`src/rtl/rgb_fx_pkg.sv`:
```
// Constants shared by the forward channel-swap block and its receive-side inverse,
// so that both ends decode the mode field from the same definitions.
package rgb_fx_pkg;

  localparam int CH_W_DEFAULT = 8;

  localparam logic [1:0] MODE_BGR_SWAP = 2'b00;
  localparam logic [1:0] MODE_GBR      = 2'b01;
  localparam logic [1:0] MODE_BRG      = 2'b10;
  localparam logic [1:0] MODE_RSVD     = 2'b11;

endpackage

```
`src/rtl/rgb_unswap_core.sv`:
```
// Combinational channel un-permutation: undoes the forward swap selected by mode,
// or passes the pixel through untouched when bypass is set.
module rgb_unswap_core
  import rgb_fx_pkg::*;
#(
  parameter int CH_W = CH_W_DEFAULT
) (
  input  logic [3*CH_W-1:0] data,
  input  logic [1:0]        mode,
  input  logic              bypass,
  output logic [3*CH_W-1:0] restored
);

  logic [CH_W-1:0] hi;
  logic [CH_W-1:0] mid;
  logic [CH_W-1:0] lo;

  assign hi  = data[3*CH_W-1:2*CH_W];
  assign mid = data[2*CH_W-1:CH_W];
  assign lo  = data[CH_W-1:0];

  // The reserved mode decodes exactly like the outer-channel swap.
  always_comb begin
    restored = {lo, mid, hi};
    if (bypass) begin
      restored = data;
    end else begin
      case (mode)
        MODE_GBR: restored = {mid, hi, lo};
        MODE_BRG: restored = {hi, lo, mid};
        default:  restored = {lo, mid, hi};
      endcase
    end
  end

endmodule

```
`src/rtl/rgb_unswap_sync.sv`:
```
// Receive-side inverse of the channel swap with a fixed 2-cycle pipeline; mode and
// bypass requests are shadowed and only take effect at a vsync leading edge.
module rgb_unswap_sync
  import rgb_fx_pkg::*;
#(
  parameter int   CH_W      = CH_W_DEFAULT,
  parameter logic VSYNC_POL = 1'b1
) (
  input  logic                PixelClk,
  input  logic                rst,
  input  logic [3*CH_W-1:0]   vid_pData_in,
  input  logic                vid_pVDE_in,
  input  logic                vid_pHSync_in,
  input  logic                vid_pVSync_in,
  input  logic [1:0]          mode,
  input  logic                bypass,
  output logic [3*CH_W-1:0]   vid_pData_out,
  output logic                vid_pVDE_out,
  output logic                vid_pHSync_out,
  output logic                vid_pVSync_out,
  output logic [1:0]          mode_active,
  output logic                mode_pending
);

  localparam int PIX_W = 3 * CH_W;

  logic             vs_hist;
  logic [1:0]       active_mode;
  logic             active_bypass;
  logic             pending;

  logic             boundary;
  logic [1:0]       eff_mode;
  logic             eff_bypass;
  logic             pending_next;

  logic [PIX_W-1:0] data_p1;
  logic [1:0]       mode_p1;
  logic             bypass_p1;
  logic             de_p1;
  logic             hs_p1;
  logic             vs_p1;

  logic [PIX_W-1:0] restored_p1;

  logic [PIX_W-1:0] data_p2;
  logic             de_p2;
  logic             hs_p2;
  logic             vs_p2;

  // A boundary needs a genuine inactive-to-active vsync transition.
  assign boundary   = (vid_pVSync_in == VSYNC_POL) && (vs_hist != VSYNC_POL);
  assign eff_mode   = boundary ? mode   : active_mode;
  assign eff_bypass = boundary ? bypass : active_bypass;

  // Compare against the settings that will be active after this edge, so the
  // flag drops right after a boundary that latches the current request.
  assign pending_next = (mode != eff_mode) || (bypass != eff_bypass);

  always_ff @(posedge PixelClk or posedge rst) begin
    if (rst) begin
      vs_hist       <= ~VSYNC_POL;
      active_mode   <= MODE_BGR_SWAP;
      active_bypass <= 1'b0;
      pending       <= 1'b0;
    end else begin
      vs_hist       <= vid_pVSync_in;
      active_mode   <= eff_mode;
      active_bypass <= eff_bypass;
      pending       <= pending_next;
    end
  end

  // Stage 1: capture pixel, syncs and the settings that apply to this pixel.
  always_ff @(posedge PixelClk or posedge rst) begin
    if (rst) begin
      data_p1   <= '0;
      mode_p1   <= MODE_BGR_SWAP;
      bypass_p1 <= 1'b0;
      de_p1     <= 1'b0;
      hs_p1     <= 1'b0;
      vs_p1     <= 1'b0;
    end else begin
      data_p1   <= vid_pData_in;
      mode_p1   <= eff_mode;
      bypass_p1 <= eff_bypass;
      de_p1     <= vid_pVDE_in;
      hs_p1     <= vid_pHSync_in;
      vs_p1     <= vid_pVSync_in;
    end
  end

  rgb_unswap_core #(
    .CH_W (CH_W)
  ) u_core (
    .data     (data_p1),
    .mode     (mode_p1),
    .bypass   (bypass_p1),
    .restored (restored_p1)
  );

  // Stage 2: register the restored pixel alongside the stage-1 syncs.
  always_ff @(posedge PixelClk or posedge rst) begin
    if (rst) begin
      data_p2 <= '0;
      de_p2   <= 1'b0;
      hs_p2   <= 1'b0;
      vs_p2   <= 1'b0;
    end else begin
      data_p2 <= restored_p1;
      de_p2   <= de_p1;
      hs_p2   <= hs_p1;
      vs_p2   <= vs_p1;
    end
  end

  assign vid_pData_out  = data_p2;
  assign vid_pVDE_out   = de_p2;
  assign vid_pHSync_out = hs_p2;
  assign vid_pVSync_out = vs_p2;
  assign mode_active    = active_mode;
  assign mode_pending   = pending;

endmodule

```
`config.mk`:
```
export PLATFORM = sky130hd
export DESIGN_NAME = rgb_unswap_sync
export DESIGN_NICKNAME = d
export VERILOG_FILES = /design/src/rtl/rgb_fx_pkg.sv /design/src/rtl/rgb_unswap_core.sv /design/src/rtl/rgb_unswap_sync.sv
export SDC_FILE = /design/constraint.sdc
export NUM_CORES = 1
export LEC_CHECK = 0
export CAP_MARGIN = 0
export CORE_ASPECT_RATIO = 2
export CORE_MARGIN = 1.5
export CORE_UTILIZATION = 49
export CTS_CLUSTER_SIZE = 12
export DETAILED_ROUTE_END_ITERATION = 8
export PLACE_DENSITY = 0.85
export SLEW_MARGIN = 10
export SYNTH_ARGS = -nofsm -noshare
export SYNTH_HDL_FRONTEND = slang
export SYNTH_SLANG_ARGS = --single-unit
```
`constraint.sdc`:
```
create_clock -name PixelClk -period 5.6 [get_ports PixelClk]
set_clock_uncertainty 0.15 [all_clocks]
set_input_delay 1.68 -clock PixelClk [delete_from_list [all_inputs] [get_ports PixelClk]]
set_output_delay 1.68 -clock PixelClk [all_outputs]
set_load 0.01 [all_outputs]
```
==> reports/results.tsv <==
metric	value	unit
clock transition at the registers of the reported paths	0.06	ns
Psw	0.2832	mW
type of the worst min-delay path	flip-flop to flip-flop	
CP endpoint kind	output port	
synthesized cell area	2036	um2
final hold vios	0	
post-layout min period	3.141	ns
Worst IR Drop VDD	0.0002715	V
# port buffers	61	
DR WL/cell	14.94	um
synth-to-layout area growth	42.59	%
Pre-antenna DRT Iters	4	
CTS Buffer Depth	2	
Slew Limit Fails	0	
syn avg cell area	12.88	um2
RSZ-0062 raised after global routing	no	
R2R setup slack	3.17	ns
clock share of power	38.0	%
Post-Synthesis Cells	158	
GRT Total Usage	19.71	%
Seq/Total Area, Yosys	71.30	%
PD cells	403.4	nW/um2
Final nets	257	
die width	48.58	um
CTS Sinks	58	
Core Box Area	4046	um2
Cells on Worst Hold Path	0	
measured slew at the worst slew-check pin	1.180	ns
delay-heaviest family, CP	buffers and inverters	
switching share of power	24.18	%
most common library cell in the layout ignoring fill and taps	clkdlybuf4s50_1	
CP Buf/Inv Count	1	
Synth area leader	dfrtp_1	
Post-route DRC	0	
DR vias	1514	
Worst Hold End	vid_pVDE_out$_DFF_PP0_	
clock tree root driver cell	clkbuf_8	
TritonCTS clock tree	built	
CP max FO	4	
CP arrival	1.31	ns
status	completed	
std cell rows	33	
H-tree level count	3	
Hold Buf Count CTS	0	
worst reg2reg endpoint	vid_pData_out[21]$_DFF_PP0_	
Seq cells post-synth	58	
n_diodes	0	
sequential share of power	42.6	%
max-cap viol count	0	
Num CTS Buffers	9	
crit path launch type	flip-flop	
Crit. Startpoint	mode_p1[0]$_DFF_PP0_	
Pint	0.8878	mW
starting density of the core	50.31	%
setup TNS	0	ns
Yosys top cell area share	71.30	%
Setup Fix Bufs, Post-CTS	0	
RePlAce Congestion	0.7321	
final setup fails	0	
vias in the first global route	1437	
Hold Path Origin	de_p1$_DFF_PP0_	
yosys warns	0	
Final HPWL DP	2.887	mm
commonest cells after routing, fill and taps aside	clkdlybuf4s50_1 (61), dfrtp_1 (58), a22oi_1 (24), o21ai_0 (18), nand2_1 (18)	
Reg2Reg Depth	5	
synth unique cells	18	
Clock Latency Late Sink	0.33	ns
# placed instances	264	
LEAKAGE	1.250	nW
Slew headroom	21.18	%
CP cell instances	clkdlybuf4s50_1	
reg-to-reg startpoint	mode_p1[0]$_DFF_PP0_	
layout cells sized above 1	8.333	%
wirelength, routed	4.183	mm
total gr overflow	0	
cts repair resizes	0	
ANT nets after route	0	
Max Fclk	318.4	MHz
Die Y	94.15	um
first-pass GRT wire length	6.603	mm
Iter 0 DRT Violations	93	
Tcrit/Tclk final	56.08	%
Die Footprint	4573	um2
CP required	3.77	ns
IO Pins	62	
initial antenna violation count	0	
Layout Cells excl Fill	280	
pin count of the biggest net entering global routing	59	
top cells by area, synth	dfrtp_1 (71%), a22oi_1 (8.9%), o21ai_0 (4.4%)	
max incr delay on CP	0.56	ns
syn_nets	192	
Via density	5.407	
Combinational Power Share	19.4	%
Critical-path top delay cell	clkdlybuf4s50_1	
critical path type	flip-flop to output port	
Yosys cell counts:
| master | count |
|---|---|
| mux2_2 | 1 |
| nor2_1 | 9 |
| a31oi_1 | 1 |
| nor3b_2 | 2 |
| o21ai_0 | 18 |
| a22oi_1 | 24 |
| a21oi_1 | 8 |
| clkbuf_2 | 1 |
| ha_1 | 2 |
| clkbuf_1 | 1 |
| buf_4 | 1 |
| buf_2 | 3 |
| nand2_1 | 18 |
| inv_1 | 3 |
| xnor2_1 | 3 |
| nor2b_1 | 4 |
| buf_6 | 1 |
| dfrtp_1 | 58 |
cell families (layout without fill, tap and decap cells):
group | Yosys count | after routing | synth area share, %
xor gates and xnor gates | 3 | 3 | 1.291
muxes | 1 | 1 | 0.5531
AOI/OAI and AO/OA | 51 | 51 | 15.55
and+or+nand+nor | 33 | 33 | 7.436
DFF | 58 | 58 | 71.30
buffers and inverters | 10 | 80 | 2.642
adders and majority gates | 2 | 2 | 1.229
layout make-up:
type / count / area, um2
sequential: 58 / 1451
fill: 303 / 1144
timing repair buffer: 61 / 610.6
multi-input combinational: 90 / 530.5
clock buffer: 10 / 127.6
clock inverter: 6 / 105.1
tap: 52 / 65.06
inverter: 3 / 12.51
worst max path at each step:
stage / endpoint / slack (ns) / depth (start not counted)
after floorplan: bypass_p1$_DFF_PP0_ / 2.34 / 1
after global placement: data_p1[20]$_DFF_PP0_ / 2.43 / 2
after detailed placement: vid_pData_out[20]$_DFF_PP0_ / 2.38 / 2
after CTS: mode_active[1] / 2.45 / 1
after global routing: mode_active[1] / 2.41 / 1
final: mode_active[0] / 2.46 / 1
state kept, by name (all words and copies together) (netlist names):
signal          count
vs_p1               1
mode_p1             2
data_p1            24
hs_p1               1
vid_pVDE_out        1
bypass_p1           1
vid_pData_out      24
de_p1               1
vid_pHSync_out      1
vid_pVSync_out      1
mode_pending        1
power by group through the flow:
stage / logic [mW] / registers, mW / clock network, mW
2_1_floorplan: 0.0902 / 0.520 / 0
3_3_place_gp: 0.222 / 0.503 / 0
3_5_place_dp: 0.228 / 0.505 / 0
4_1_cts: 0.228 / 0.498 / 0.452
5_1_grt: 0.246 / 0.504 / 0.468
6_report: 0.227 / 0.498 / 0.445
per-layer routing:
metal | track usage, % | wire length, um | up-vias
met5 | 0 | 0 | -
met4 | 14.52 | 88 | 0
met3 | 5.255 | 223 | 8
met2 | 32.64 | 2355 | 74
met1 | 21.49 | 1516 | 754
li1 | - | - | 678
per-stage QoR:
stage	total power, mW	instance area [um2]	utilization, %	worst slack, ns	hold WS, ns
6_report	1.171	2903	71.74	2.459	0.1986
3_3_place_gp	0.7247	2669	65.96	2.426	0.1837
2_1_floorplan	0.6099	2036	-	2.342	0.1812
5_1_grt	1.218	2903	71.74	2.412	0.2057
4_1_cts	1.178	2902	71.71	2.449	0.2029
3_5_place_dp	0.7331	2669	65.96	2.376	0.1885
No activity file was read; power rests on OpenSTA's default activity.
==> patch: new RTL, same flow settings <==
Set the parameter `VSYNC_POL` to 1'b0 (it was 1'b1).
--- a/src/rtl/rgb_unswap_sync.sv
+++ b/src/rtl/rgb_unswap_sync.sv
@@ -4,7 +4,7 @@
   import rgb_fx_pkg::*;
 #(
   parameter int   CH_W      = CH_W_DEFAULT,
-  parameter logic VSYNC_POL = 1'b1
+  parameter logic VSYNC_POL = 1'b0
 ) (
   input  logic                PixelClk,
   input  logic                rst,
Check against the original RTL: not equivalent (Yosys sat finds a counterexample within 4 cycles, from zero or initial values and one cycle with rst high).
==> patch against the unedited design <==
Synthesized area increased by 1.3%; sequential cell count grew 1; final area up 0.69%; critical path depth unchanged; wire length fell by 7.7%; total power decreased by 0.67%; setup slack got worse by 0.011 ns; via count is 3.2% lower; critical path type unchanged; critical endpoint unchanged; largest power group unchanged.
==> patch: results (changes against the unedited design) <==
grt_max_degree: 60  # +1.7%
peakVddDrop_mv: 0.342  # +26%
nNetsFinal: 258  # +0.39%
grt_pass1_wl_microns: 6340  # -4.0%
antenna_cells: 0  # unchanged
seq_area_frac_synth_pct: 71.7  # +0.37 points
drt-pass1-iter-count: 5  # +1
ys_async_sr_fraction_pct: 100  # unchanged
routedWlPerCell_microns: 13.7  # -8.1%
gp_congestion: 0.713  # -2.6%
cp_max_fo: 4  # unchanged
worstSkewPairLatency_ns: 0.34
max_stage_delay_ns: 0.56  # about the same
synthMuxAreaShare_pct: 0.546  # -0.0070 points
clkTransAtPathRegs_ns: 0.06  # about the same
post_cts_resize_count: 0  # unchanged
synth_common_cells: "dfrtp_1 (58), a22oi_1 (24), nand2_1 (18), o21ai_0 (18), nor2_1 (9)"
cts_buffer_depth: 2  # unchanged
cts_inserted_buffers: 9  # unchanged
dpl.hpwl_microns: 2690  # -6.8%
outcome: "finished, final reports clean"
ys_types: 19  # +1
post-cts-setup-buffers: 0  # unchanged
antenna_found_initial: 0  # unchanged
cp.arrival_ns: 1.32
hold_path.class: "flop to flop"
grt_pass1_vias: 1441  # +0.28%
drc: 0  # unchanged
leakagePower_nw: 1.26  # +0.90%
viasPerCell: 5.21  # -3.6%
place_ws_ns: 2.39  # +0.0119 ns
fillers: 315  # +4.0%
syn-num-nets: 193  # +0.52%
synth_area_leaders: "dfrtp_1 (70%), a22oi_1 (8.7%), o21ai_0 (4.4%)"
cts.htree.levels: 3  # unchanged
synth-compound-area-share_pct: 15.4  # -0.20 points
critical-path-top-delay-family: "buffers and inverters"
grt.total_usage_pct: 19.0  # -0.76 points
synth-adder-area-share_pct: 1.21  # -0.016 points
clockRootBuffer: "clkbuf_8"
io_buffer_count: 61  # unchanged
synth_warnings: 0  # unchanged
relSlewSlack_pct: 30.5  # +9.4 points
cpMaxStageDelayCell: "clkdlybuf4s50_1"
drive_gt1_share_pct: 9.17  # +0.84 points
synthXorXnorAreaFrac_pct: 1.27  # -0.016 points
drt_iter0_markers: 55  # -41%
## patch: cell families after synthesis
family                   Yosys count
flip-flops                        59
AO/OA/AOI/OAI                     51
AND/OR/NAND/NOR                   33
buffers and inverters             10
XOR/XNOR                           3
adder cells (fa/ha/maj)            2
multiplexers                       1
## patch: final timing paths
check	startpoint	endpoint	slack, ns	cells past startpoint
min	de_p1$_DFF_PP0_	vid_pVDE_out$_DFF_PP0_	0.20	0
min reg2reg	de_p1$_DFF_PP0_	vid_pVDE_out$_DFF_PP0_	0.20	0
min in group asynchronous	rst	de_p1$_DFF_PP0_	1.70	2
max in group asynchronous	rst	vid_pData_out[0]$_DFF_PP0_	3.05	2
max	mode_p1[0]$_DFF_PP0_	mode_active[0]	2.45	1
max reg2reg	mode_p1[0]$_DFF_PP0_	vid_pData_out[22]$_DFF_PP0_	3.27	5
## patch: area by class of cell
type | count | area share (%)
timing repair buffer | 61 | 20.9
inverter | 3 | 0.428
tap | 52 | 2.23
clock buffer | 11 | 5.18
multi-input combinational | 90 | 18.2
sequential | 59 | 50.6
clock inverter | 5 | 2.57
## patch: per-layer routing
layer	GRT usage, %	routed length, microns
met5	0	0
met1	20.0	1450
met2	31.7	2060
met3	6.49	227
met4	12.6	121
## patch: report_power, final
group          internal, mW  total [mW]  leakage (nW)  switching (mW)
Clock                 0.272       0.427         0.119           0.155
Combinational         0.126       0.230         0.446           0.104
Sequential            0.480       0.506         0.696          0.0262
Total                 0.878        1.16          1.26           0.285
## patch: stage by stage
step                power [mW]  utilization, %  cells  cell area (sq um)  hold slack, ns
finish                    1.16            72.2    281               2920           0.203
detailed placement       0.744            66.6    265               2700           0.192
global route              1.22            72.2    281               2920           0.220
CTS                       1.17            72.2    281               2920           0.206
global placement         0.738            66.6    265               2700           0.185
floorplan                0.621               -    159               2060           0.181
